## config.mk

```make
export PLATFORM = sky130hd
export DESIGN_NAME = memory_controller
export DESIGN_NICKNAME = d
export VERILOG_FILES = /design/src/rtl/memory_controller.sv
export SDC_FILE = /design/constraint.sdc
export NUM_CORES = 1
export LEC_CHECK = 0
export BUFFER_PORTS_ARGS = -buffer_cell sky130_fd_sc_hd__buf_2
export CAP_MARGIN = 20
export CORE_MARGIN = 4
export CORE_UTILIZATION = 25
export DETAILED_ROUTE_END_ITERATION = 6
export GPL_TIMING_DRIVEN = 0
export SLEW_MARGIN = 20
export SYNTH_ARGS = -nofsm -noshare
export SYNTH_HDL_FRONTEND = slang
export SYNTH_SLANG_ARGS = --single-unit
```

## constraint.sdc

```tcl
create_clock -name clk_in -period 5.07 [get_ports clk_in]
set_input_delay 0.2535 -clock clk_in [delete_from_list [all_inputs] [get_ports clk_in]]
set_output_delay 0.2535 -clock clk_in [all_outputs]
set_load 0.1 [all_outputs]
```

## src/rtl/memory_controller.sv

```systemverilog
// rtl/memory_controller.sv - byte-serial RAM/IO controller for fetch and load-store clients
// LSB requests take priority over fetch; little-endian word assembly.
`ifndef OP_TYPE
`define OP_TYPE 0:0
`endif
`ifndef OPTYPE_LD
`define OPTYPE_LD 1'b0
`endif
`ifndef OPTYPE_ST
`define OPTYPE_ST 1'b1
`endif

module memory_controller #(
    parameter logic [1:0] IO_ADDR_HI = 2'b11
) (
    input  logic              clk_in,
    input  logic              rst_in,
    input  logic              rdy_in,
    input  logic              clr_in,
    input  logic              lsb_to_mc_ready,
    input  logic [1:0]        lsb_to_mc_len,
    input  logic [`OP_TYPE]   lsb_to_mc_opType,
    input  logic [31:0]       lsb_to_mc_addr,
    input  logic [31:0]       lsb_to_mc_data,
    output logic              mc_valid,
    output logic              mc_to_lsb_ld_done,
    output logic              mc_to_lsb_st_done,
    output logic [31:0]       mc_to_lsb_result,
    input  logic              if_to_mc_ready,
    input  logic [31:0]       if_to_mc_addr,
    output logic              mc_to_if_done,
    output logic [31:0]       mc_to_if_inst,
    input  logic [7:0]        mem_din,
    output logic [7:0]        mem_dout,
    output logic [31:0]       mem_a,
    output logic              mem_wr,
    input  logic              io_buffer_full
);

    typedef enum logic [1:0] {S_IDLE, S_LOAD, S_STORE, S_FETCH} state_t;

    state_t      r_state;
    state_t      w_state_nxt;
    logic [2:0]  r_cnt;
    logic [2:0]  r_len_n;
    logic [31:0] r_base;
    logic [31:0] r_st_data;
    logic [31:0] r_asm;
    logic [31:0] r_ld_res;
    logic [31:0] r_inst;
    logic        r_valid;
    logic        r_rdy_q;

    logic        w_rd_state;
    logic        w_last;
    logic        w_replay;
    logic        w_capture;
    logic        w_ld_fin;
    logic        w_if_fin;
    logic        w_st_fin;
    logic        w_arb;
    logic        w_take_lsb;
    logic        w_take_if;
    logic        w_io_stall;
    logic [31:0] w_cur_addr;
    logic [1:0]  w_byte_idx;
    logic [31:0] w_asm;
    logic [2:0]  w_len_dec;

    assign w_rd_state = (r_state == S_LOAD) || (r_state == S_FETCH);
    assign w_last     = (r_cnt == r_len_n);
    assign w_cur_addr = r_base + {29'b0, r_cnt};
    assign w_byte_idx = r_cnt[1:0] - 2'd1;

    // After a freeze the byte on mem_din is stale, so the previous address is shown once more.
    assign w_replay   = w_rd_state && rdy_in && !r_rdy_q && (r_cnt != 3'd0);
    assign w_capture  = w_rd_state && (r_cnt != 3'd0) && !w_replay;

    assign w_ld_fin   = (r_state == S_LOAD)  && w_last && !w_replay;
    assign w_if_fin   = (r_state == S_FETCH) && w_last && !w_replay && !clr_in;
    assign w_st_fin   = (r_state == S_STORE) && w_last;
    assign w_io_stall = (r_state == S_STORE) && !w_last
                        && (w_cur_addr[17:16] == IO_ADDR_HI) && io_buffer_full;

    // The held fetch request is still visible during its own done cycle, so it is not re-taken there.
    assign w_arb      = (r_state == S_IDLE) || w_ld_fin || w_if_fin || w_st_fin;
    assign w_take_lsb = w_arb && lsb_to_mc_ready;
    assign w_take_if  = w_arb && !lsb_to_mc_ready && if_to_mc_ready && !clr_in && !w_if_fin;

    always_comb begin
        w_asm = r_asm;
        if (w_capture) begin
            w_asm[{w_byte_idx, 3'b000} +: 8] = mem_din;
        end
    end

    always_comb begin
        case (lsb_to_mc_len)
            2'b10:   w_len_dec = 3'd2;
            2'b11:   w_len_dec = 3'd4;
            default: w_len_dec = 3'd1;
        endcase
    end

    always_ff @(posedge clk_in) begin
        if (rst_in) begin
            r_state <= S_IDLE;
        end else if (rdy_in) begin
            r_state <= w_state_nxt;
        end
    end

    always_comb begin
        w_state_nxt = r_state;
        case (r_state)
            S_IDLE:  w_state_nxt = S_IDLE;
            S_LOAD:  if (w_ld_fin) w_state_nxt = S_IDLE;
            S_STORE: if (w_st_fin) w_state_nxt = S_IDLE;
            S_FETCH: if (clr_in || w_if_fin) w_state_nxt = S_IDLE;
        endcase
        if (w_take_lsb) begin
            w_state_nxt = (lsb_to_mc_opType == `OPTYPE_ST) ? S_STORE : S_LOAD;
        end else if (w_take_if) begin
            w_state_nxt = S_FETCH;
        end
    end

    always_comb begin
        mem_a             = 32'd0;
        mem_dout          = 8'd0;
        mem_wr            = 1'b0;
        case (r_state)
            S_LOAD, S_FETCH: begin
                if (w_replay) begin
                    mem_a = w_cur_addr - 32'd1;
                end else if (!w_last) begin
                    mem_a = w_cur_addr;
                end
            end
            S_STORE: begin
                if (!w_last) begin
                    mem_a    = w_cur_addr;
                    mem_dout = r_st_data[{r_cnt[1:0], 3'b000} +: 8];
                    mem_wr   = !w_io_stall;
                end
            end
            default: mem_a = 32'd0;
        endcase
        mc_valid          = r_valid;
        mc_to_lsb_ld_done = w_ld_fin;
        mc_to_lsb_st_done = w_st_fin;
        mc_to_if_done     = w_if_fin;
        mc_to_lsb_result  = w_ld_fin ? w_asm : r_ld_res;
        mc_to_if_inst     = w_if_fin ? w_asm : r_inst;
    end

    always_ff @(posedge clk_in) begin
        if (rst_in) begin
            r_rdy_q <= 1'b1;
        end else begin
            r_rdy_q <= rdy_in;
        end
    end

    always_ff @(posedge clk_in) begin
        if (rst_in) begin
            r_cnt     <= 3'd0;
            r_len_n   <= 3'd0;
            r_base    <= 32'd0;
            r_st_data <= 32'd0;
            r_asm     <= 32'd0;
            r_ld_res  <= 32'd0;
            r_inst    <= 32'd0;
            r_valid   <= 1'b0;
        end else if (rdy_in) begin
            r_valid <= w_take_lsb;
            if (w_ld_fin) r_ld_res <= w_asm;
            if (w_if_fin) r_inst   <= w_asm;
            if (w_take_lsb) begin
                r_base    <= lsb_to_mc_addr;
                r_st_data <= lsb_to_mc_data;
                r_len_n   <= w_len_dec;
                r_cnt     <= 3'd0;
                r_asm     <= 32'd0;
            end else if (w_take_if) begin
                r_base    <= if_to_mc_addr;
                r_len_n   <= 3'd4;
                r_cnt     <= 3'd0;
                r_asm     <= 32'd0;
            end else if (w_state_nxt == S_IDLE) begin
                r_cnt     <= 3'd0;
            end else begin
                if (w_capture) r_asm <= w_asm;
                if (w_rd_state && !w_last && !w_replay) begin
                    r_cnt <= r_cnt + 3'd1;
                end else if ((r_state == S_STORE) && !w_last && !w_io_stall) begin
                    r_cnt <= r_cnt + 3'd1;
                end
            end
        end
    end

endmodule

```

==> impl_metrics.ini <==
[worst_setup_path]
r2r-end = r_inst[2]$_SDFFE_PP0P_
worstPathMaxFanout = 10
worst-r2r-setup-slack_ps = 1170
critPathArrivalTime_ps = 4530
r2r-start = r_cnt[1]$_SDFFE_PP0P_
r2r_cells = 12
crit_type = reg2out
worst-endpoint-required_ps = 4820
crit_path_end_kind = output pin
crit_path_start_kind = flip-flop

[finish]
area_growth_syn_to_layout_pct = 24.1
num_antenna_cells = 0
drive_gt1_frac = 0.206
final_common_cell = buf_2
fin_nets = 1586
layout_common_cells = 225 x buf_2, 181 x nor2_1, 170 x dfxtp_1

[synthesis]
synth_cells = 1229
synthArstFlopShare = 0
syn_avg_cell_area_um2 = 7.88
ys_types = 76
synth-seq-cells = 170
synth_ff_type = dfxtp_1
syn_nets = 1354
ys_warn_count = 0
netlist_area_mm2 = 0.00969
synth_edf_count = 0
synth-seq-area-share = 0.351

[global_route]
grt_pass1_vias = 9302
antenna_found_initial = 1
grt_pass1_wl_um = 52600
grt_max_degree = 18
grt_overflow = 0
grt_util_all_layers = 0.160

[min_path]
timing.hold.worst_endpoint = r_st_data[26]$_SDFFE_PP0P_
min_path_type = in2reg
min-delay-start = lsb_to_mc_data[26]
hold_depth = 3

[timing]
max_freq_mhz = 209
rsz0062_at_grt = no
hold_viol = 0
period_needed_ps = 4780
worst_hold_slack_ps = 54.4
slew_headroom = 0.269
fin_setup_tns_ps = 0
tightest_slew_ps = 1090
clock_skew_ps = 12.0
setup_viol = 0
fin_crit_sh = 0.943
slew_violations = 0

[outcome]
run_status = complete, no violations

[power]
finalPower_w = 0.00336
power_density_mw_per_mm2 = 279
ir_worst_vdd_uv = 231
p_leak_nw = 5.05

[floorplan]
core_mm2 = 0.0379
die_h_um = 205
ios = 223
rows = 71
dieArea_mm2 = 0.0420
initial_core_util = 0.255
die_w_um = 205

[drt]
drtAntennaViolNets = 0
first_iter_violations = 605
wl_per_cell_um = 17.5
drc = 0
avgViaCountPerCell = 4.92
vias = 9764
firstDrtPassIters = 5
drt_wl_total_um = 34700

[placement]
dp_hpwl_um = 26700
routabilityCongestion = 0.866
io_buffer_count = 213

[run]
max-cap-violations = 0

[cts]
clkSlewWorstSetupHoldPaths_ps = 70
clock_path_buffers = 2
clockRootBuffer = clkbuf_16
cts_buffers = 17
clock_sinks = 170
cts_hold_buf = 0
cts_tree = yes
post_cts_buffers = 0
clock_latency_ps = 440
cts_max_level = 4
==> worst max-delay path by stage <==
stage,slack [ps],from,to,depth (start not counted)
2_1_floorplan,210,r_cnt[1]$_SDFFE_PP0P_,r_ld_res[16]$_SDFFE_PP0P_,12
3_3_place_gp,210,r_cnt[1]$_SDFFE_PP0P_,mem_a[29],12
3_5_place_dp,190,r_cnt[1]$_SDFFE_PP0P_,mem_a[29],12
4_1_cts,170,r_cnt[1]$_SDFFE_PP0P_,mem_a[29],12
5_1_grt,10,r_cnt[1]$_SDFFE_PP0P_,mem_a[26],12
6_report,290,r_cnt[1]$_SDFFE_PP0P_,mem_a[28],12
==> where the power goes <==
part           internal, W  leakage (nW)  switching (W)
clock network     0.000700         0.282       0.000632
registers          0.00138          1.38      0.0000341
logic             0.000188          3.39       0.000425
total              0.00227          5.05        0.00109
==> cell families after synthesis <==
kind of cell	synth area share
xor gates and xnor gates	0.0380
buffers and inverters	0.0451
AOI/OAI and AO/OA	0.196
DFF	0.351
and+or+nand+nor	0.226
muxes	0.129
adders and majority gates	0.0150
==> layout make-up <==
type / instances / area (um2)
sequential: 170 / 3400
inverter: 18 / 67.6
clock inverter: 14 / 155
timing repair buffer: 213 / 1070
multi-input combinational: 949 / 5880
buffer: 92 / 370
tap: 511 / 639
clock buffer: 18 / 429
fill: 4128 / 25900
==> routing by layer <==
metal | part of all wire | track usage
met4 | 0.015 | 0.0407
met2 | 0.47 | 0.262
met1 | 0.44 | 0.209
met3 | 0.077 | 0.0465
met5 | 0.00037 | 0
==> synthesized netlist by cell type (all sizes together), types with 6 or more instances <==
cell | n | share of area
nand3 | 23 | 0.012
nand4 | 11 | 0.0093
and2 | 7 | 0.0045
inv | 18 | 0.0070
or3 | 6 | 0.0044
and3 | 18 | 0.012
dfxtp | 170 | 0.35
xnor2 | 26 | 0.023
nor2 | 183 | 0.072
o21ai | 59 | 0.031
a21oi | 128 | 0.066
a22o | 32 | 0.029
nor3 | 22 | 0.015
o22ai | 10 | 0.0065
mux2i | 99 | 0.10
nor4 | 10 | 0.0065
clkbuf | 70 | 0.027
mux4 | 8 | 0.019
a211oi | 38 | 0.030
ha | 10 | 0.013
and4 | 7 | 0.0063
nor2b | 13 | 0.0084
nand2 | 164 | 0.064
mux2 | 7 | 0.0081
buf | 22 | 0.011
xor2 | 16 | 0.014
==> per-stage QoR <==
stage	util	setup slack [ps]	cell area [um2]	instances
6_report	0.317	287	12000	1985
2_1_floorplan	-	206	9710	1229
3_5_place_dp	0.301	186	11400	1953
3_3_place_gp	0.301	208	11400	1953
5_1_grt	0.317	10.0	12000	1985
4_1_cts	0.316	166	12000	1985
==> worst max-delay path, stage by stage (launching register included) <==
cell and delay, ps:
dfxtp_1 550, clkbuf_2 390, inv_1 140, ha_1 230, nor2b_1 170, nor4_2 330, nand3_1 210, nor2_1 370
nand4_1 440, nor2_2 380, a31oi_1 150, o31ai_2 250, buf_2 480
==> registers in the layout (all words and copies together) (netlist names) <==
register and cells:
mc_valid 1, r_asm 32, r_base 32, r_cnt 3, r_inst 32, r_ld_res 32, r_len_n 3, r_rdy_q 1
r_st_data 32, r_state 2
==> timing repair <==
| item | CTS | global route |
|---|---|---|
| endpoints found under the hold margin | 0 | 0 |
| pin swaps | 0 | 1 |
| setup endpoints to repair | 13 | 5 |
| gates resized for setup | 2 | 5 |
Note: power is estimated with default switching activity, not from simulation.
